File: src/rtl/cond_logic.sv
// Conditional-execution stage: holds N,Z,C,V and gates decoder strobes
// by the instruction's condition field evaluated on the stored flags.
module cond_logic (
   input  logic       clk,
   input  logic       reset,
   input  logic       En,
   input  logic [3:0] Cond,
   input  logic [3:0] ALUFlags,
   input  logic [1:0] FlagW,
   input  logic       PCS,
   input  logic       RegW,
   input  logic       MemW,
   input  logic       NoWrite,
   output logic       PCSrc,
   output logic       RegWrite,
   output logic       MemWrite,
   output logic       CondEx,
   output logic [3:0] Flags
);

   logic [1:0] nz_q, nz_d;
   logic [1:0] cv_q, cv_d;
   logic       n, z, c, v;
   logic       cond_res;
   logic       cond_ex;

   assign Flags = {nz_q, cv_q};
   assign {n, z} = nz_q;
   assign {c, v} = cv_q;

   always_comb begin
      cond_res = 1'b0;
      unique case (Cond)
         4'b0000: cond_res = z;
         4'b0001: cond_res = ~z;
         4'b0010: cond_res = c;
         4'b0011: cond_res = ~c;
         4'b0100: cond_res = n;
         4'b0101: cond_res = ~n;
         4'b0110: cond_res = v;
         4'b0111: cond_res = ~v;
         4'b1000: cond_res = c & ~z;
         4'b1001: cond_res = ~c | z;
         4'b1010: cond_res = (n == v);
         4'b1011: cond_res = (n != v);
         4'b1100: cond_res = ~z & (n == v);
         4'b1101: cond_res = z | (n != v);
         4'b1110: cond_res = 1'b1;
         4'b1111: cond_res = 1'b0;
         default: cond_res = 1'b0;
      endcase
   end

   assign cond_ex  = cond_res & En;
   assign CondEx   = cond_ex;
   assign PCSrc    = PCS & cond_ex;
   assign RegWrite = RegW & cond_ex & ~NoWrite;
   assign MemWrite = MemW & cond_ex;

   always_comb begin
      nz_d = nz_q;
      cv_d = cv_q;
      if (FlagW[1] & cond_ex) nz_d = ALUFlags[3:2];
      if (FlagW[0] & cond_ex) cv_d = ALUFlags[1:0];
   end

   always_ff @(posedge clk or posedge reset) begin
      if (reset) begin
         nz_q <= 2'b00;
         cv_q <= 2'b00;
      end else begin
         nz_q <= nz_d;
         cv_q <= cv_d;
      end
   end

endmodule

File: config.mk
export PLATFORM = sky130hd
export DESIGN_NAME = cond_logic
export DESIGN_NICKNAME = d
export VERILOG_FILES = /design/src/rtl/cond_logic.sv
export SDC_FILE = /design/constraint.sdc
export NUM_CORES = 1
export LEC_CHECK = 0
export CORE_MARGIN = 4
export CORE_UTILIZATION = 34
export DETAILED_ROUTE_END_ITERATION = 6
export HOLD_SLACK_MARGIN = 0.06
export PLACE_DENSITY_LB_ADDON = 0.3
export SLEW_MARGIN = 10
export SYNTH_ARGS = -nofsm -noshare
export SYNTH_HDL_FRONTEND = slang
export SYNTH_SLANG_ARGS = --single-unit
File: constraint.sdc
create_clock -name clk -period 1.5 [get_ports clk]
set_input_delay 0.3 -clock clk [delete_from_list [all_inputs] [get_ports clk]]
set_output_delay 0.3 -clock clk [all_outputs]
set_load 0.05 [all_outputs]
==> load_flow_metrics.sql, run 1 <==
INSERT INTO impl_metrics (metric_group, metric, value, unit) VALUES
('synth', 'synth.cell_area', '472', 'µm²'),
('route', 'routed_via_density', '5.40', ''),
('global_route', 'global_route_met1_usage', '20.9', '%'),
('critical_path', 'r2r_slack', '-260', 'ps'),
('route', 'drcViolationCount', '0', ''),
('clock_network', 'cts_tree', 'yes', ''),
('clock_network', 'total_cts_buffers', '3', ''),
('sta', 'fin_worst_hold_slack', '252', 'ps'),
('synth', 'synth-seq-area-share', '21.2', '%'),
('sta', 'maxSlewHeadroom', '78.1', '%'),
('sta', 'finalCriticalPeriod', '2240', 'ps'),
('finish', 'layout.nets', '121', ''),
('sta', 'report.final.setup_viol', '8', ''),
('critical_path', 'critPathRequiredTime', '1200', 'ps'),
('die', 'floorplan.die_area', '2050', 'µm²'),
('critical_path', 'crit_path_start_kind', 'flop', ''),
('power', 'p_leak', '0.449', 'nW'),
('clock_network', 'cts_hold_buf', '0', ''),
('critical_path', 'worst_r2r_end', 'nz_q[1]', ''),
('power', 'power.share.switching', '45.2', '%'),
('sta', 'fin_crit_sh', '149', '%'),
('status', 'status', 'finished, violations left', ''),
('die', 'die_height', '45.2', 'µm'),
('route', 'post_route_antenna_net_violation_count', '0', ''),
('die', 'floorplan.initialDensity', '36.2', '%'),
('route', 'detailedRoute.firstIterationViolations', '6', ''),
('global_route', 'met2_usage', '28.2', '%'),
('power', 'combinationalPowerShare', '76.4', '%'),
('clock_network', 'ctsLongestPathBuffers', '2', ''),
('clock_network', 'clock_sink_count', '4', ''),
('critical_path', 'rr_worst_depth', '6', ''),
('critical_path', 'worst-setup-path-type', 'reg -> out', ''),
('critical_path', 'timing.critical_path.to_type', 'output pin', ''),
('placed_design', 'number_of_cells_after_detailed_placement', '111', ''),
('sta', 'final_max_slew_viol_count', '0', ''),
('placed_design', 'detailedPlacementHpwl', '1.21', 'mm'),
('clock_network', 'clk_transition_reported_paths', '40', 'ps'),
('synth', 'synth-seq-cells', '4', ''),
('placed_design', 'buffer_ports.inserted', '24', ''),
('power', 'cellInternalPower', '0.869', 'mW'),
('route', 'wire_per_inst', '15.3', 'µm'),
('power', 'switchingPower', '0.717', 'mW'),
('sta', 'fmaxAchievable', '0.447', 'GHz'),
('die', 'chipWidth', '45.2', 'µm'),
('sta', 'hold_violations', '0', ''),
('die', 'number_of_i_o_pins', '25', ''),
('sta', 'final_critical_path_setup_slack', '-738', 'ps'),
('status', 'failing_checks', 'negative setup slack', ''),
('finish', 'ff_latch_area', '105', 'µm²'),
('finish', 'layout_commonest_cell', 'sky130_fd_sc_hd__buf_4', ''),
('finish', 'commonest_cells_after_routing_fill_and_taps_aside', 'sky130_fd_sc_hd__buf_4, sky130_fd_sc_hd__clkdlybuf4s50_1, sky130_fd_sc_hd__inv_1', ''),
('synth', 'synthesis.instances', '60', ''),
('power', 'p_per_area', '1520', 'nW/µm²'),
('critical_path', 'worst_ep_arrival_time', '1940', 'ps'),
('global_route', 'grt_overflow', '0', ''),
('global_route', 'grt_max_degree', '8', ''),
('finish', 'layout.cells.non_filler', '117', ''),
('critical_path', 'worstPathMaxFanout', '5', ''),
('sta', 'skew', '2.51', 'ps'),
('finish', 'layout-drive-gt1-share', '53.9', '%'),
('route', 'detailed_route_wl', '1.79', 'mm'),
('critical_path', 'worst_setup_path_endpoint', 'CondEx', ''),
('power', 'irDropWorstVdd', '0.00131', 'V'),
('worst_hold_path', 'min-delay-path-class', 'in -> async', ''),
('global_route', 'grt_pass1_wl', '2.50', 'mm'),
('sta', 'rsz0062_at_grt', 'true', ''),
('power', 'seq_power_share', '14.9', '%'),
('synth', 'postSynthAreaPerCell', '7.86', 'µm²'),
('critical_path', 'cp-startpoint', 'nz_q[1]', ''),
('sta', 'tightest_slew', '323', 'ps'),
('global_route', 'global_route.usage.met3', '4.38', '%');
## Yosys cell counts, drive strengths merged
master,number,share of area (%)
a21oi,4,4.2
a221o,1,2.1
and2,1,1.3
and3b,2,3.7
buf,2,4.8
dfrtp,4,21
inv,10,8.0
mux2i,3,6.4
nand2,6,4.8
nand2b,1,1.3
nand3,2,2.1
nor2,2,1.6
nor2b,2,2.7
nor3,1,1.1
nor3b,5,8.0
o21a,1,1.6
o21bai,1,2.4
o221ai,1,1.9
o311ai,1,1.9
o32ai,4,7.4
o41ai,1,1.9
or2,1,1.3
or3,1,1.3
xnor2,1,1.9
xor2,2,5.3
## registers in the layout, summed over array words and instances (netlist names)
register and flops:
cv_q 2, nz_q 2
## power by group through the flow
stage / registers, mW / clock network [mW] / logic (mW)
final: 0.236 / 0.138 / 1.21
after detailed placement: 0.242 / 0 / 1.00
after CTS: 0.236 / 0.140 / 1.07
after global routing: 0.246 / 0.144 / 1.26
after floorplan: 0.408 / 0 / 0.348
after global placement: 0.238 / 0 / 0.996
## cell type report
class / instances / share of cell area, %
Clock buffer: 3 / 2.15
Inverter: 10 / 3.95
Multi-Input combinational cell: 44 / 41.7
Sequential cell: 4 / 10.0
Tap cell: 15 / 1.79
Timing Repair Buffer: 41 / 40.3
## per-layer routing
layer	vias to the layer above	part of all wire, %
met5	-	0
met4	0	1.5
met3	5	8.5
met2	35	50
met1	293	40
li1	299	-
## timing repair
action,in CTS,in global routing
buffers inserted,3,2
gates cloned,0,0
setup endpoints to repair,8,8
pin swaps,6,8
gates resized for setup,11,15
## worst min-delay path by stage
stage	slack [ps]	endpoint	depth (start not counted)	startpoint
finish	250	nz_q[1]	2	reset
global route	270	nz_q[1]	2	reset
CTS	260	nz_q[1]	2	reset
detailed placement	500	nz_q[1]	2	reset
global placement	490	nz_q[1]	2	reset
floorplan	70	cv_q[0]	1	reset
## critical path, stage by stage, from the launching register on
cell and delay (ps):
sky130_fd_sc_hd__dfrtp_2 430, sky130_fd_sc_hd__xor2_2 230, sky130_fd_sc_hd__mux2i_1 340, sky130_fd_sc_hd__a21oi_2 110
sky130_fd_sc_hd__o21bai_4 280, sky130_fd_sc_hd__clkinvlp_4 140, sky130_fd_sc_hd__buf_6 160
## cells by family after synthesis
kind of cell / share of synthesized area [%]
and+or+nand+nor: 29.2
AOI/OAI and AO/OA: 23.3
buffers and inverters: 12.7
DFF: 21.2
xor gates and xnor gates: 7.16
muxes: 6.37
## stage by stage
stage | utilization [%] | worst slack, ps | TNS (ps) | cell area [µm²]
global route | 80.4 | -823 | -4400 | 1050
CTS | 74.4 | -708 | -3930 | 968
global placement | 69.1 | -919 | -6280 | 900
floorplan | - | -575 | -3020 | 515
finish | 80.4 | -738 | -3770 | 1050
detailed placement | 69.1 | -953 | -6470 | 900
No activity file was read; power rests on OpenSTA's default activity.
==> run 2: changes to the inputs <==
--- a/config.mk
+++ b/config.mk
@@ -5,9 +5,9 @@
 export SDC_FILE = /design/constraint.sdc
 export NUM_CORES = 1
 export LEC_CHECK = 0
-export CORE_MARGIN = 4
-export CORE_UTILIZATION = 34
+export CORE_AREA = 4 4 41 43
 export DETAILED_ROUTE_END_ITERATION = 6
+export DIE_AREA = 0 0 45 47
 export HOLD_SLACK_MARGIN = 0.06
 export PLACE_DENSITY_LB_ADDON = 0.3
 export SLEW_MARGIN = 10
==> constraint.sdc (replaced) <==
create_clock -name clk -period 2.1 [get_ports clk]
set_input_delay 0.42 -clock clk [delete_from_list [all_inputs] [get_ports clk]]
set_output_delay 0.42 -clock clk [all_outputs]
set_load 0.05 [all_outputs]
==> load_flow_metrics.sql, run 2 (synthesized netlist as in run 1, its figures left out) <==
INSERT INTO impl_metrics (metric_group, metric, value, unit) VALUES
('status', 'status', 'finished, violations left', ''),
('status', 'failing_checks', 'negative setup slack', ''),
('global_route', 'groute.usage.overall', '15.1', '%'),
('critical_path', 'regToRegStartpoint', 'nz_q[1]', ''),
('finish', 'antenna-diode-count', '0', ''),
('critical_path', 'r2r_slack', '270', 'ps'),
('sta', 'report.final.setup_viol', '4', ''),
('route', 'detailedRoute.firstIterationViolations', '16', ''),
('die', 'floorplan.initialDensity', '36.2', '%'),
('sta', 'final.setup.tns', '-938', 'ps'),
('critical_path', 'worst-path-buf-inv', '3', ''),
('sta', 'skew', '0.447', 'ps'),
('critical_path', 'worstPathMaxFanout', '4', ''),
('critical_path', 'worst_path_largest_cell_delay', '300', 'ps'),
('die', 'number_of_i_o_pins', '25', ''),
('route', 'count_of_vias_placed_by_the_detailed_router', '571', ''),
('clock_network', 'total_cts_buffers', '3', ''),
('route', 'drcViolationCount', '0', ''),
('power', 'irDropWorstVdd', '0.000887', 'V'),
('global_route', 'vias_in_the_first_global_route', '565', ''),
('global_route', 'grt_max_degree', '8', ''),
('placed_design', 'last_weighted_congestion_value_of_the_routability_driven_placer', '0.834', ''),
('route', 'wire_per_inst', '13.9', 'µm'),
('finish', 'layout_commonest_cell', 'sky130_fd_sc_hd__clkdlybuf4s50_1', ''),
('sta', 'fin_crit_sh', '112', '%'),
('finish', 'commonest_cells_after_routing_fill_and_taps_aside', 'sky130_fd_sc_hd__clkdlybuf4s50_1, sky130_fd_sc_hd__buf_4, sky130_fd_sc_hd__inv_1', ''),
('route', 'post_route_antenna_net_violation_count', '0', ''),
('finish', 'filler_cell_count', '101', ''),
('die', 'design.core.area', '1300', 'µm²'),
('die', 'chipWidth', '45', 'µm'),
('sta', 'fmaxAchievable', '0.425', 'GHz'),
('placed_design', 'number_of_cells_after_detailed_placement', '107', ''),
('flow_run', 'max_cap_violations', '0', ''),
('global_route', 'grt_pass1_wl', '2.39', 'mm'),
('route', 'first_pass_iters', '3', ''),
('die', 'floorplan.rows', '13', ''),
('clock_network', 'clk_transition_reported_paths', '40', 'ps'),
('clock_network', 'cts_tree', 'yes', ''),
('critical_path', 'worst_path_most_repeated_cell', 'sky130_fd_sc_hd__buf_12', ''),
('critical_path', 'critPathRequiredTime', '1680', 'ps'),
('clock_network', 'clock_sink_count', '4', ''),
('finish', 'postLayoutCoreUtil', '72.6', '%'),
('worst_hold_path', 'min-delay-path-class', 'in -> async', ''),
('clock_network', 'cts_root_buf', 'sky130_fd_sc_hd__clkbuf_4', ''),
('finish', 'area_growth_syn_to_layout', '100', '%'),
('finish', 'layout.cells.non_filler', '112', ''),
('placed_design', 'dpl_worst_slack', '-535', 'ps'),
('critical_path', 'timing.critical_path.to_type', 'output pin', ''),
('sta', 'final_critical_path_setup_slack', '-256', 'ps'),
('critical_path', 'rr_worst_depth', '7', ''),
('sta', 'final_max_slew_viol_count', '0', ''),
('finish', 'multiInputGateArea', '397', 'µm²'),
('sta', 'tightest_slew', '512', 'ps'),
('finish', 'layout-drive-gt1-share', '42.3', '%'),
('global_route', 'antenna_found_initial', '0', ''),
('sta', 'rsz0062_at_grt', 'true', ''),
('placed_design', 'detailedPlacementHpwl', '1.11', 'mm'),
('sta', 'maxSlewHeadroom', '65.7', '%'),
('finish', 'ff_latch_area', '105', 'µm²'),
('critical_path', 'worst_ep_arrival_time', '1940', 'ps'),
('sta', 'finalCriticalPeriod', '2360', 'ps'),
('power', 'p_per_area', '992', 'nW/µm²'),
('global_route', 'grt_overflow', '0', ''),
('route', 'routed_via_density', '5.10', ''),
('critical_path', 'crit_path_start_kind', 'primary input', ''),
('critical_path', 'cpLargestDelayFamily', 'buffers and inverters', ''),
('die', 'die_height', '47', 'µm'),
('power', 'design_power_total', '0.937', 'mW'),
('route', 'detailed_route_wl', '1.56', 'mm'),
('clock_network', 'clock_latency', '230', 'ps'),
('critical_path', 'worst_r2r_end', 'nz_q[1]', ''),
('finish', 'reg_top3', 'cv_q: 2 flops, nz_q: 2 flops', ''),
('placed_design', 'buffer_ports.inserted', '24', ''),
('power', 'p_leak', '0.393', 'nW'),
('sta', 'hold_violations', '0', ''),
('die', 'floorplan.die_area', '2120', 'µm²'),
('clock_network', 'ctsLongestPathBuffers', '2', ''),
('critical_path', 'cp-startpoint', 'Cond[3]', ''),
('critical_path', 'critical_path.cell_chain', 'dlygate4sd2_1, or2_4, a221o_1, o221ai_2, o21bai_4, buf_12, nor3b_4, buf_12', ''),
('clock_network', 'clock_tree.htree_level_count', '1', ''),
('critical_path', 'worst_path_max_delay_cell', 'sky130_fd_sc_hd__a221o_1', ''),
('finish', 'layout.nets', '116', ''),
('clock_network', 'cts_hold_buf', '0', ''),
('critical_path', 'worst-setup-path-type', 'in -> out', '');
==> run 2: cell count changes in the layout (fill, tap and decap cells not counted), moves of 2 or more <==
cell,change
sky130_fd_sc_hd__buf_12,-3
sky130_fd_sc_hd__nor3b_1,+2
sky130_fd_sc_hd__clkdlybuf4s15_2,+2
sky130_fd_sc_hd__a21oi_1,+2
sky130_fd_sc_hd__a21oi_4,-2
sky130_fd_sc_hd__dlygate4sd2_1,-2
sky130_fd_sc_hd__o32ai_1,+4
sky130_fd_sc_hd__nor3b_2,-3
sky130_fd_sc_hd__clkdlybuf4s50_1,+4
sky130_fd_sc_hd__o32ai_2,-4
sky130_fd_sc_hd__buf_4,-6
==> run 2: per-stage QoR <==
step	hold WS, ps	cell area (µm²)
global placement	609	825
floorplan	186	510
global route	399	945
CTS	372	896
detailed placement	614	825
finish	370	945
==> run 2: where the power goes <==
| part | internal (mW) | switching (mW) | total [mW] |
|---|---|---|---|
| Combinational | 0.298 | 0.342 | 0.640 |
| Clock | 0.0641 | 0.0337 | 0.0978 |
| Sequential | 0.119 | 0.0796 | 0.199 |
| Total | 0.481 | 0.456 | 0.937 |
==> run 2: layout make-up <==
class,instances,share of cell area (%)
Multi-Input combinational cell,44,42.0
Timing Repair Buffer,36,38.1
Sequential cell,4,11.1
Inverter,10,4.37
Clock buffer,3,2.38
Tap cell,15,1.99
==> run 2: worst max path at each step <==
| stage | to | slack (ps) | cells after the start |
|---|---|---|---|
| final | RegWrite | -260 | 8 |
| after global routing | RegWrite | -330 | 9 |
| after CTS | CondEx | -240 | 6 |
| after detailed placement | CondEx | -530 | 8 |
| after global placement | CondEx | -520 | 8 |
| after floorplan | RegWrite | -100 | 5 |
==> run 2: metal layers <==
| metal | vias to the layer above | part of all wire (%) | GRT usage [%] |
|---|---|---|---|
| li1 | 288 | - | - |
| met1 | 264 | 42 | 19.3 |
| met2 | 19 | 51 | 26.3 |
| met3 | 0 | 6.7 | 4.98 |
| met4 | 0 | 0 | 0 |
| met5 | - | 0 | 0 |
==> run 2: repair_timing <==
item,4_1_cts,5_1_grt
endpoints found under the setup margin,4,4
setup buffers,0,2
pin swaps,6,3
gates cloned,0,0
resized for setup,23,3
==> run 2: worst register-to-register path: cells and delay by family, from the launching register on <==
family,cells,cell delay [ps]
flops,1,450
xor+xnor,1,230
mux,1,310
buf+inv,2,260
compound gates,3,460
